**src/rtl/arb_mux_n_if.sv**
```systemverilog
// arb_mux_n_if: bundle of the N input streams and the single output stream of arb_mux_n.
//   in_valid/in_ready/in_data/in_last : N producer channels, channel i data at in_data[i*W +: W]
//   out_valid/out_ready/out_data/out_last/out_sel : registered consumer stream
// Modports: master = producer/consumer side (testbench or surrounding logic), slave = the mux.
interface arb_mux_n_if #(
  parameter int unsigned N = 4,
  parameter int unsigned W = 32
);
  localparam int unsigned SelW = $clog2(N);

  logic [N-1:0]    in_valid;
  logic [N-1:0]    in_ready;
  logic [N*W-1:0]  in_data;
  logic [N-1:0]    in_last;
  logic            out_valid;
  logic            out_ready;
  logic [W-1:0]    out_data;
  logic            out_last;
  logic [SelW-1:0] out_sel;

  modport master (
    output in_valid,
    input  in_ready,
    output in_data,
    output in_last,
    input  out_valid,
    output out_ready,
    input  out_data,
    input  out_last,
    input  out_sel
  );

  modport slave (
    input  in_valid,
    output in_ready,
    input  in_data,
    input  in_last,
    output out_valid,
    input  out_ready,
    output out_data,
    output out_last,
    output out_sel
  );
endinterface

```
**src/rtl/arb_mux_n.sv**
```systemverilog
// arb_mux_n: N-channel, W-bit round-robin arbitrating mux with one output register stage.
//   clk    : clock, all state on rising edge
//   rst_n  : asynchronous active-low reset
//   bus_io : arb_mux_n_if.slave
//            in_valid/in_ready/in_data/in_last - per-channel producer handshake
//            out_valid/out_ready/out_data/out_last/out_sel - registered output beat
// With LOCK=1 the grant stays on one channel from the first beat of a packet until the beat
// flagged last has been transferred; with LOCK=0 every beat is arbitrated independently.
module arb_mux_n #(
  parameter int unsigned N    = 4,
  parameter int unsigned W    = 32,
  parameter int unsigned LOCK = 1
) (
  input logic         clk,
  input logic         rst_n,
  arb_mux_n_if.slave  bus_io
);

  localparam int unsigned SelW = $clog2(N);

  localparam logic [0:0] StArb    = 1'b0;
  localparam logic [0:0] StLocked = 1'b1;

  if (N < 2 || (N & (N - 1)) != 0) begin : g_param_err
    $error("arb_mux_n: N must be a power of two and at least 2");
  end

  // Local copies of the interface signals.
  logic [N-1:0]   in_valid;
  logic [N-1:0]   in_last;
  logic [N*W-1:0] in_data;
  logic           out_ready;
  logic [N-1:0]   in_ready;

  assign in_valid  = bus_io.in_valid;
  assign in_last   = bus_io.in_last;
  assign in_data   = bus_io.in_data;
  assign out_ready = bus_io.out_ready;

  // State.
  logic [0:0]      state_q, state_d;
  logic [SelW-1:0] lock_ch_q, lock_ch_d;
  logic [SelW-1:0] ptr_q, ptr_d;
  logic            out_valid_q, out_valid_d;
  logic [W-1:0]    out_data_q, out_data_d;
  logic            out_last_q, out_last_d;
  logic [SelW-1:0] out_sel_q, out_sel_d;

  // Arbitration results.
  logic [SelW-1:0] gnt;
  logic            gnt_vld;
  logic [SelW-1:0] scan_idx;
  logic [W-1:0]    gnt_data;
  logic            gnt_last;
  logic            accept;
  logic            xfer;

  // Grant: fixed channel while locked, otherwise first valid channel scanning from ptr.
  // N is a power of two, so the modulo wrap is plain truncation of ptr + k.
  always_comb begin
    gnt      = '0;
    gnt_vld  = 1'b0;
    scan_idx = '0;
    if (state_q == StLocked) begin
      gnt     = lock_ch_q;
      gnt_vld = in_valid[lock_ch_q];
    end else begin
      for (int k = 0; k < N; k++) begin
        scan_idx = ptr_q + SelW'(k);
        if (!gnt_vld && in_valid[scan_idx]) begin
          gnt_vld = 1'b1;
          gnt     = scan_idx;
        end
      end
    end
  end

  // Select the granted channel's payload.
  always_comb begin
    gnt_data = '0;
    gnt_last = 1'b0;
    for (int i = 0; i < N; i++) begin
      if (gnt == SelW'(i)) begin
        gnt_data = in_data[i*W +: W];
        gnt_last = in_last[i];
      end
    end
  end

  // The register can load when empty or being drained this cycle. Gating with rst_n keeps
  // in_ready low while reset is asserted, since out_valid_q alone would allow a load.
  assign accept = rst_n & (~out_valid_q | out_ready);
  assign xfer   = gnt_vld & accept;

  always_comb begin
    in_ready = '0;
    if (xfer) begin
      in_ready[gnt] = 1'b1;
    end
  end

  // Output register: a new transfer overwrites a beat being drained in the same cycle.
  always_comb begin
    out_valid_d = xfer | (out_valid_q & ~out_ready);
    out_data_d  = out_data_q;
    out_last_d  = out_last_q;
    out_sel_d   = out_sel_q;
    if (xfer) begin
      out_data_d = gnt_data;
      out_last_d = gnt_last;
      out_sel_d  = gnt;
    end
  end

  // Round-robin pointer moves past the winner only at packet boundaries (every beat if
  // LOCK=0), so a locked packet does not skew fairness.
  always_comb begin
    ptr_d = ptr_q;
    if (xfer && (gnt_last || LOCK == 0)) begin
      ptr_d = gnt + 1'b1;
    end
  end

  // Packet lock FSM; never leaves StArb when LOCK=0.
  always_comb begin
    state_d   = state_q;
    lock_ch_d = lock_ch_q;
    if (LOCK != 0 && xfer) begin
      case (state_q)
        StArb: begin
          if (!gnt_last) begin
            state_d   = StLocked;
            lock_ch_d = gnt;
          end
        end
        StLocked: begin
          if (gnt_last) begin
            state_d = StArb;
          end
        end
        default: begin
          state_d = StArb;
        end
      endcase
    end
  end

  always_ff @(posedge clk or negedge rst_n) begin
    if (!rst_n) begin
      state_q     <= StArb;
      lock_ch_q   <= '0;
      ptr_q       <= '0;
      out_valid_q <= 1'b0;
      out_data_q  <= '0;
      out_last_q  <= 1'b0;
      out_sel_q   <= '0;
    end else begin
      state_q     <= state_d;
      lock_ch_q   <= lock_ch_d;
      ptr_q       <= ptr_d;
      out_valid_q <= out_valid_d;
      out_data_q  <= out_data_d;
      out_last_q  <= out_last_d;
      out_sel_q   <= out_sel_d;
    end
  end

  assign bus_io.in_ready  = in_ready;
  assign bus_io.out_valid = out_valid_q;
  assign bus_io.out_data  = out_data_q;
  assign bus_io.out_last  = out_last_q;
  assign bus_io.out_sel   = out_sel_q;

endmodule
```
**src/flat_wrapper.sv**
```systemverilog
// flat-port wrapper written by rule: the top's interface ports become plain ports
module arb_mux_n_flat 
#(
  parameter int unsigned N    = 4,
  parameter int unsigned W    = 32,
  parameter int unsigned LOCK = 1
)
  (clk, rst_n, bus_io_in_valid, bus_io_in_ready, bus_io_in_data, bus_io_in_last, bus_io_out_valid, bus_io_out_ready, bus_io_out_data, bus_io_out_last, bus_io_out_sel);
  arb_mux_n_if #(.N(N), .W(W)) bus_io_i ();
  input logic clk;
  input logic rst_n;
  input wire logic [$bits(bus_io_i.in_valid)-1:0] bus_io_in_valid;
  output wire logic [$bits(bus_io_i.in_ready)-1:0] bus_io_in_ready;
  input wire logic [$bits(bus_io_i.in_data)-1:0] bus_io_in_data;
  input wire logic [$bits(bus_io_i.in_last)-1:0] bus_io_in_last;
  output wire logic [$bits(bus_io_i.out_valid)-1:0] bus_io_out_valid;
  input wire logic [$bits(bus_io_i.out_ready)-1:0] bus_io_out_ready;
  output wire logic [$bits(bus_io_i.out_data)-1:0] bus_io_out_data;
  output wire logic [$bits(bus_io_i.out_last)-1:0] bus_io_out_last;
  output wire logic [$bits(bus_io_i.out_sel)-1:0] bus_io_out_sel;
  assign bus_io_i.in_valid = bus_io_in_valid;
  assign bus_io_in_ready = bus_io_i.in_ready;
  assign bus_io_i.in_data = bus_io_in_data;
  assign bus_io_i.in_last = bus_io_in_last;
  assign bus_io_out_valid = bus_io_i.out_valid;
  assign bus_io_i.out_ready = bus_io_out_ready;
  assign bus_io_out_data = bus_io_i.out_data;
  assign bus_io_out_last = bus_io_i.out_last;
  assign bus_io_out_sel = bus_io_i.out_sel;
  arb_mux_n #(.N(N), .W(W), .LOCK(LOCK)) u_core (.clk(clk), .rst_n(rst_n), .bus_io(bus_io_i));
endmodule
```
**config.mk**
```make
export PLATFORM = sky130hd
export DESIGN_NAME = arb_mux_n_flat
export DESIGN_NICKNAME = d
export VERILOG_FILES = /design/src/rtl/arb_mux_n_if.sv /design/src/rtl/arb_mux_n.sv /design/src/flat_wrapper.sv
export SDC_FILE = /design/constraint.sdc
export NUM_CORES = 1
export LEC_CHECK = 0
export ABC_CLOCK_PERIOD_IN_PS = 4280
export BUFFER_PORTS_ARGS = -buffer_cell sky130_fd_sc_hd__buf_2
export CAP_MARGIN = 20
export CORE_ASPECT_RATIO = 2
export CORE_UTILIZATION = 36
export DETAILED_ROUTE_END_ITERATION = 16
export GPL_TIMING_DRIVEN = 0
export PLACE_DENSITY = 0.71
export SYNTH_ARGS = -nofsm -noshare
export SYNTH_HDL_FRONTEND = slang
export SYNTH_SLANG_ARGS = --single-unit
```
**constraint.sdc**
```tcl
create_clock -name clk -period 4.28 [get_ports clk]
set_input_delay 0.856 -clock clk [delete_from_list [all_inputs] [get_ports clk]]
set_output_delay 0.856 -clock clk [all_outputs]
set_load 0.01 [all_outputs]
```
Word level (Yosys, flattened, before mapping) --
Cells that the tools add are included.
Operators by class: divide/modulo/power cells 0, multiply operators 0, order comparisons 7, shift operators 0, add/sub/neg operators 4, bitwise logic cells 9, mux-type cells 35, reductions and logical operators 10, equality and inequality tests 3
Operator list (count):
- $mux 32 | 4
- $mux 1 | 19
- $lt 2x3->1 const B | 6
- $bmux 1 s2 | 5
- $mux 2 | 5
- $logic_and 1x1->1 | 5
- $add 2x1->2 const B | 2
- $add 2x2->2 const B | 2
- $eq 2x2->1 const B | 2
- $mux 4 | 1
- $not 1->1 | 4
- $and 1x1->1 | 3
- $logic_not 1->1 | 3
- $reduce_and 3->1 | 1
- $demux 1 s2 | 1
- $eq 2x1->1 const B | 1
- $ge 2x1->1 const B | 1
- $logic_not 2->1 | 1
- $or 1x1->1 | 2
Storage, ports and cells: memories 0, bits in writable memories 0, input bits 139, bits in latches 0, output and inout port bits 40, register bits after elaboration 41, ROM bits 0, logic and storage cells 75

Longest topological paths before layout --
Gate-level depths: netlist (run 1).
depth in word-level cells 23, depth in mapped cells 13, mapped depth without buffers 11

Worst setup path before layout (run 1) --
Ideal clock, no wire load.
kind input to output, from input bus_io_in_valid[3], to output bus_io_in_ready[3], data arrival time 2.732 ns, path buffers 2, path slack 0.692 ns, required time 3.424 ns, stages 8, path through nand2b_1 mux2i_1 a221o_1 o21ai_0 ha_1 clkbuf_1 clkbuf_1 and3_1
On the way: cells in the longest elaborated chain, start to end 21, elaborated cells on any way between the ends 36, classes of those cells 2 x order compare; 26 x mux; 1 x bitwise; 7 x reduce/logical
Ends and longest elaborated chain:
- from (decl) | RTL line flat_wrapper.sv:12 | input wire logic [$bits(bus_io_i.in_valid)-1:0] bus_io_in_valid;
- $bmux 1 s2 | RTL line arb_mux_n.sv:70 | if (!gnt_vld && in_valid[scan_idx]) begin
- $mux 1 (implied by the code) | RTL line arb_mux_n.sv:70
- $mux 1 | RTL line arb_mux_n.sv:70
- $mux 1 | RTL line arb_mux_n.sv:64 | if (state_q == StLocked) begin
- $logic_not 1->1 | RTL line arb_mux_n.sv:70
- $logic_and 1x1->1 | RTL line arb_mux_n.sv:70
- $mux 1 | RTL line arb_mux_n.sv:70
- $mux 1 | RTL line arb_mux_n.sv:64
- (+6 left out)
- $mux 2 (*) | RTL line arb_mux_n.sv:70
- $mux 2 (*) | RTL line arb_mux_n.sv:64
- named net u_core.gnt[1] | RTL line arb_mux_n.sv:50 | logic [SelW-1:0] gnt;
- $lt 2x3->1 (implied by the code) or $ge 2x1->1 (tied branches) | RTL line arb_mux_n.sv:98 | in_ready[gnt] = 1'b1;
- $logic_and 1x1->1 (implied by the code) | RTL line arb_mux_n.sv:98
- $mux 1 (implied by the code) | RTL line arb_mux_n.sv:98
- $demux 1 s2 (*)
- $mux 4 (*) | RTL line arb_mux_n.sv:97 | if (xfer) begin
- to (decl) | RTL line flat_wrapper.sv:13 | output wire logic [$bits(bus_io_i.in_ready)-1:0] bus_io_in_ready;
The timed path passes the listed nets; every way through them passes the cells marked *. The select of a mux whose other input is x is not followed.

Worst setup path in the final report (run 1) --
from input bus_io_in_valid[3], to output bus_io_in_ready[2]
Same word-level chain as after synthesis.

==> out/metrics.csv, run 1 <==
metric,value,unit
synth warn,0,
fillcell total,762,
DRC violations left,0,
Max IR drop VDD,552,uV
static leakage,0.00197,uW
"Top FF cell, synth",sky130_fd_sc_hd__dfrtp_1,
Placer Congestion,0.875,
Placed Cells,565,
post-synthesis xor/xnor area fraction,0,
per-cell via count in the routed design,5.43,
sequential element share of the synthesized area,0.369,
"CTS clk-pin slew, worst paths",0.05,ns
area share of fa/ha/maj cells after synthesis,0.0180,
placeable core region,7540,um2
Max Clk Rate,0.251,GHz
data arrival time of the critical path,3.13,ns
beginning of the worst hold path,u_core.bus_io.out_data[15],
"Setup violations, final",0,
CTS Root Buffer Type,sky130_fd_sc_hd__clkbuf_16,
distinct cell type count after synthesis,37,
number of diodes added for antenna fixing,0,
post-synthesis register bit count,41,
number of flops mapped to enable cells by yosys,0,
normalized max-slew margin,0.337,
number of clock buffers inserted by TritonCTS,5,
count of pins over their slew limit,0,
average size of a mapped cell,9.49,um2
DR pass1 iterations,4,
ANT nets after route,0,
die height,126,um
maxcap violations,0,
net count of the mapped netlist,436,
Post-Layout Inst Area,3930,um2
placed wire-length estimate after detailed placement,7480,um
reg-to-reg setup timing slack,0.86,ns
Tightest Pin Transition,0.994,ns
clock tree buffer depth,2,
Sum Neg Setup Slack,0,ns
Hold Fails Final Rpt,0,
worst-path fanout max,10,
worst setup path class,primary input to primary output,
share of the clock period used by the worst path after layout,0.931,
post-synthesis instance area,2780,um2
post-layout min period,3.98,ns
layout cell share with drive strength beyond 1,0.486,
Critical R2R Capture,u_core.bus_io.out_data[9],
Worst EP required,3.42,ns
vias in the first global route,3077,
layout net count,620,
"number of standard cells in the layout, taps in and fillers out",571,
number of top-level design ports,179,
Reg2Reg Depth,13,
Critical Path End Type,primary output,
area growth from synthesis to layout,41.4,%
buffers inserted during post-CTS setup optimization,0,
Post-Synthesis Cells,293,
instance area at placement,3790,um2
number of DRC markers after the initial detailed-route iteration,138,
clock skew after layout,0.00444,ns
worst hold path stage count,1,
portion of netlist area occupied by mux cells,0.179,
unrepaired setup endpoints after global routing,no,
reg-to-reg critical path startpoint,u_core.ptr_q[1],
outcome,"complete, no violations",
Horiz. Die Dim,64.1,um
number of rows in the core area,45,
proportion of register bits with asynchronous set or reset after synthesis,1.00,
initial core utilization,0.368,
"Clk Latency, worst-skew pair",0.28,ns
sum of overflow across all layers after global routing,0,
final routed wire length divided by cell count,17.0,um
DR vias,3099,
count of buffers from port buffering,178,
total wire length,9700,um
TritonCTS clock tree,done,
CTS sink cnt,41,
simple-gate share of the synthesized area,0.149,
CP startpoint kind,primary input,
pwr dens,818,nW/um2
H-tree level count,2,
die area,8100,um2
first-pass GRT wire length,15100,um
largest family of logic cells by synthesized area,compound AO/OA/AOI/OAI gates,
maximum number of pins on one net before global-route repair,43,
overall fraction of global-route tracks in use,0.241,
type of the tightest min-delay check,register to register,
area fraction in compound gates after synthesis,0.220,
antenna violations before repair,0,
WHS Endpoint,u_core.bus_io.out_data[15],
[cells in the final DEF (no fill, tap or decap), drive strengths merged, types with 2 or more instances in the layout]
cell type / n
buf: 184
dfrtp: 41
nand2: 40
nor2: 38
mux2: 35
a221oi: 31
o31ai: 31
clkbuf: 27
inv: 8
o21ai: 5
mux2i: 4
ha: 4
nand2b: 3
and3: 3
a21oi: 3
mux4: 2
nand3b: 2
a211oi: 2
nor3b: 2
[sequential cells by signal (all words and copies together) (netlist names)]
name                     cells
u_core.bus_io.out_data      32
u_core.bus_io.out_sel        2
u_core.lock_ch_q             2
u_core.ptr_q                 2
u_core.state_q               1
u_core.bus_io.out_valid      1
u_core.bus_io.out_last       1
[critical path, stage by stage]
cell and delay [ns]:
sky130_fd_sc_hd__buf_2 0.15, sky130_fd_sc_hd__nand2b_1 0.16, sky130_fd_sc_hd__mux2i_1 0.09, sky130_fd_sc_hd__a221o_1 0.37
sky130_fd_sc_hd__o21ai_1 0.27, sky130_fd_sc_hd__ha_1 0.46, sky130_fd_sc_hd__inv_1 0.18, sky130_fd_sc_hd__clkbuf_1 0.29
sky130_fd_sc_hd__nor2_1 0.16, sky130_fd_sc_hd__buf_2 0.15
[layout make-up]
cell class / instances / area (um2) / area share
multi-input combinational: 217 / 1570 / 0.400
sequential: 41 / 1030 / 0.261
timing repair buffer: 178 / 891 / 0.227
buffer: 26 / 150 / 0.0382
clock buffer: 7 / 143 / 0.0363
tap: 94 / 118 / 0.0299
inverter: 8 / 30.0 / 0.00764
[synthesized netlist by cell type, drive strengths merged, types with 2 or more instances]
cell / n / area (um2)
mux2: 35 / 413
nor3b: 2 / 15.0
mux2i: 4 / 40.0
o31ai: 31 / 233
nor2: 38 / 143
nand3b: 2 / 15.0
inv: 8 / 30.0
a211oi: 2 / 15.0
nand2b: 3 / 18.8
mux4: 2 / 45.0
and3: 3 / 18.8
nand2: 40 / 158
ha: 4 / 50.1
buf: 6 / 71.3
clkbuf: 21 / 78.8
a21oi: 3 / 15.0
a221oi: 31 / 272
o21ai: 5 / 28.8
dfrtp: 41 / 1030
[layer usage]
layer  global-route usage  wire (um)
met1                0.273       3700
met5                    0          0
met4               0.0889        225
met2                0.450       5290
met3               0.0281        494
[logic make-up (layout without fill, tap and decap cells)]
group | after synthesis | after routing
AOI/OAI and AO/OA | 78 | 78
adders and majority gates | 4 | 4
DFF | 41 | 41
muxes | 41 | 41
and+or+nand+nor | 94 | 94
buffers and inverters | 35 | 219
[through the flow]
| stage | worst slack [ns] | util | total power [uW] | hold slack, ns |
|---|---|---|---|---|
| 2_1_floorplan | 0.692 | - | 2160 | 0.520 |
| 3_3_place_gp | -0.0559 | 0.502 | 2780 | 0.482 |
| 3_5_place_dp | -0.0704 | 0.502 | 2840 | 0.487 |
| 4_1_cts | 0.0447 | 0.521 | 3220 | 0.502 |
| 5_1_grt | 0.0513 | 0.521 | 3470 | 0.514 |
| 6_report | 0.295 | 0.521 | 3220 | 0.499 |
[what timing repair did]
action,CTS,global route
resized for setup,1,5
hold buffers,0,0
setup endpoints to repair,1,3
endpoints found under the hold margin,0,0
[report_power, final]
| group | switching [uW] | internal [uW] |
|---|---|---|
| Sequential | 99.1 | 583 |
| Clock | 144 | 229 |
| Combinational | 1200 | 961 |
[worst max-delay path by stage]
| stage | from | end | slack [ns] |
|---|---|---|---|
| global route | bus_io_in_valid[3] | bus_io_in_ready[1] | 0.05 |
| detailed placement | bus_io_in_valid[3] | bus_io_in_ready[3] | -0.07 |
| global placement | bus_io_in_valid[3] | bus_io_in_ready[3] | -0.06 |
| floorplan | bus_io_in_valid[3] | bus_io_in_ready[3] | 0.69 |
| finish | bus_io_in_valid[3] | bus_io_in_ready[2] | 0.30 |
| CTS | bus_io_in_valid[3] | bus_io_in_ready[2] | 0.04 |
No activity file was read; power rests on OpenSTA's default activity.
==> run 2: changes to the inputs <==
Settings changed: ABC_CLOCK_PERIOD_IN_PS 4280 to 3600, PLACE_DENSITY 0.71 to 0.83.
Clock period 4.28 ns to 3.6 ns, I/O delays scaled along.
==> run 2 against run 1 <==
  * Count of clock-buffer cells in the layout stayed put
  * Highest routed layer unchanged
  * Worst setup slack worse by 0.14 ns
  * Critical path type unchanged
  * Clock skew is 0.00055 ns lower
  * Non-clock buffer count is 2 lower
  * First-iteration DRC count is 45% higher
  * Sequential share of layout area is 0.27 points lower
==> out/metrics.csv, run 2 (same netlist as run 1, synthesis figures left out) <==
metric,value,unit,change
number of top-level design ports,179,,unchanged
design internal power,2200,uW,+24%
most frequent cells in the layout,"179 x sky130_fd_sc_hd__buf_2, 41 x sky130_fd_sc_hd__dfrtp_1, 39 x sky130_fd_sc_hd__nand2_1, 38 x sky130_fd_sc_hd__nor2_1",,
DR vias,3140,,+1.3%
number of rows in the core area,45,,unchanged
Horiz. Die Dim,64.1,um,unchanged
overall fraction of global-route tracks in use,0.241,,-0.000745
final routed wire length divided by cell count,16.8,um,-1.1%
initial core utilization,0.368,,unchanged
Hold Fails Final Rpt,0,,unchanged
cell count along the critical path,10,,unchanged
outcome,"complete, no violations",,
TritonCTS clock tree,done,,
Critical R2R Capture,u_core.bus_io.out_data[7],,
maximum number of pins on one net before global-route repair,43,,unchanged
Placed Cells,565,,unchanged
Critical Path End Type,primary output,,
post-layout min period,3.44,ns,
reg-to-reg setup timing slack,0.39,ns,-0.47 ns
"number of standard cells in the layout, taps in and fillers out",570,,-0.18%
instance area at placement,3790,um2,unchanged
number of DRC markers after the initial detailed-route iteration,200,,+45%
Placer Congestion,0.965,,+10%
fillcell total,743,,-2.5%
placed wire-length estimate after detailed placement,7550,um,+0.88%
worst setup path class,primary input to primary output,,
count of pins over their slew limit,0,,unchanged
ANT nets after route,0,,unchanged
power consumption,3930,uW,+22%
Tightest Pin Transition,0.928,ns,-0.0665 ns
hold-fix buffer count after cts,0,,unchanged
beginning of the worst hold path,u_core.bus_io.out_data[14],,
Reg power frac,0.207,,-0.005
Max IR drop VDD,402,uV,-27%
unrepaired setup endpoints after global routing,no,,
Max Clk Rate,0.291,GHz,
DR pass1 iterations,6,,+2
sequence of cells on the critical path,buf_2 -> nand2b_1 -> o21ai_0 -> a211o_1 -> o21a_1 -> inv_1 -> ha_2 -> clkbuf_4 -> and3_1 -> buf_2,,
Top delay family on crit path,buffers and inverters,,
Worst EP required,2.88,ns,-0.54 ns
switching fraction of total power,0.439,,-0.00939
CP peak stage delay,0.34,ns,-0.12 ns
flip-flop count of the largest register after layout,32,,unchanged
layout net count,618,,-0.32%
"Setup violations, final",0,,unchanged
CP startpoint kind,primary input,,
Post-Layout Inst Area,3970,um2,+1.1%
power dissipated by switching net loads,1730,uW,+20%
per-cell via count in the routed design,5.51,,+1.5%
sum of overflow across all layers after global routing,0,,unchanged
Sum Neg Setup Slack,0,ns,unchanged
layout cell share with drive strength beyond 1,0.498,,+0.0115
CTS Root Buffer Type,sky130_fd_sc_hd__clkbuf_16,,
share of the clock period used by the worst path after layout,0.956,,
number of diodes added for antenna fixing,0,,unchanged
count of buffers from port buffering,178,,unchanged
final worst hold slack,0.501,ns,+0.00186 ns
DRC violations left,0,,unchanged
vias in the first global route,3200,,+4.0%
pwr dens,989,nW/um2,+21%
"CTS clk-pin slew, worst paths",0.06,ns,about the same
antenna violations before repair,0,,unchanged
static leakage,0.00198,uW,+0.51%
data arrival time of the critical path,2.72,ns,-0.41 ns
CTS sink cnt,41,,unchanged
worst-path fanout max,10,,unchanged
reg-to-reg critical path startpoint,u_core.ptr_q[1],,
normalized max-slew margin,0.382,,+0.0443
worst hold path stage count,1,,unchanged
clock skew after layout,0.00389,ns,-0.000549 ns
Combinational Power Share,0.661,,-0.011
area growth from synthesis to layout,42.9,%,
proportion of power drawn by the clock network,0.132,,+0.016
Reg area,1030,um2,unchanged
"commonest non-fill, non-tap cell in the layout",sky130_fd_sc_hd__buf_2,,
total wire length,9580,um,-1.3%
die area,8100,um2,unchanged
"Buf+Inv Stages, Crit Path",4,,unchanged
"Clk Latency, worst-skew pair",0.28,ns,about the same
placeable core region,7540,um2,unchanged
"Slowest-stage cell, CP",sky130_fd_sc_hd__a211o_1,,
first-pass GRT wire length,15100,um,+0.23%
maxcap violations,0,,unchanged
WHS Endpoint,u_core.bus_io.out_data[14],,
clock tree buffer depth,2,,unchanged
multi-input combinational cell area,1590,um2,+0.72%
cell repeated most along the worst path,sky130_fd_sc_hd__buf_2,,
type of the tightest min-delay check,register to register,,
H-tree level count,2,,unchanged
Reg2Reg Depth,12,,-1
number of clock buffers inserted by TritonCTS,5,,unchanged
die height,126,um,unchanged
[run 2: cell count changes in the layout (fill, tap and decap cells not counted)]
cell	change
sky130_fd_sc_hd__buf_4	+2
sky130_fd_sc_hd__ha_1	-3
sky130_fd_sc_hd__bufinv_16	+1
sky130_fd_sc_hd__clkbuf_4	+1
sky130_fd_sc_hd__o21ai_1	-1
sky130_fd_sc_hd__o21ai_2	+1
sky130_fd_sc_hd__clkbuf_2	-3
sky130_fd_sc_hd__clkbuf_1	-2
sky130_fd_sc_hd__ha_2	+3
[run 2: per-layer routing]
metal,global-route usage,wire (um),vias to the layer above
met5,0,0,-
met4,0.111,261,0
met3,0.0453,564,29
met2,0.439,5230,169
met1,0.261,3530,1487
li1,-,-,1455
[run 2: what timing repair did]
item | in CTS | in global routing
resized for setup | 9 | 5
endpoints found under the setup margin | 31 | 3
setup buffers | 0 | 0
pin swaps | 0 | 0
[run 2: layout make-up]
type                    count  share of cell area
plain buffers              24              0.0378
clock buffers               7              0.0359
clock inverters             1             0.00756
inverters                   8             0.00756
multi-input cells         217               0.399
flip-flops and latches     41               0.258
well taps                  94              0.0296
repair buffers            178               0.224
[run 2: power groups by stage]
stage | Sequential, uW | Clock, uW | Combinational [uW]
finish | 814 | 519 | 2600
global route | 841 | 555 | 2840
CTS | 814 | 534 | 2600
detailed placement | 819 | 0 | 2570
global placement | 811 | 0 | 2470
floorplan | 898 | 0 | 1680
[run 2: worst max-delay path by stage]
| stage | slack [ns] | startpoint | end |
|---|---|---|---|
| 2_1_floorplan | 0.28 | bus_io_in_valid[3] | bus_io_in_ready[3] |
| 3_3_place_gp | -0.40 | bus_io_in_valid[3] | bus_io_in_ready[3] |
| 3_5_place_dp | -0.51 | bus_io_in_valid[3] | bus_io_in_ready[3] |
| 4_1_cts | 0.06 | bus_io_in_valid[3] | bus_io_in_ready[3] |
| 5_1_grt | 0.02 | bus_io_in_valid[3] | bus_io_in_ready[3] |
| 6_report | 0.16 | bus_io_in_valid[3] | bus_io_in_ready[1] |
[run 2: per-stage QoR]
stage          utilization  setup slack [ns]
3_3_place_gp         0.502            -0.400
6_report             0.527             0.158
2_1_floorplan            -             0.284
3_5_place_dp         0.502            -0.510
4_1_cts              0.526            0.0588
5_1_grt              0.527            0.0200
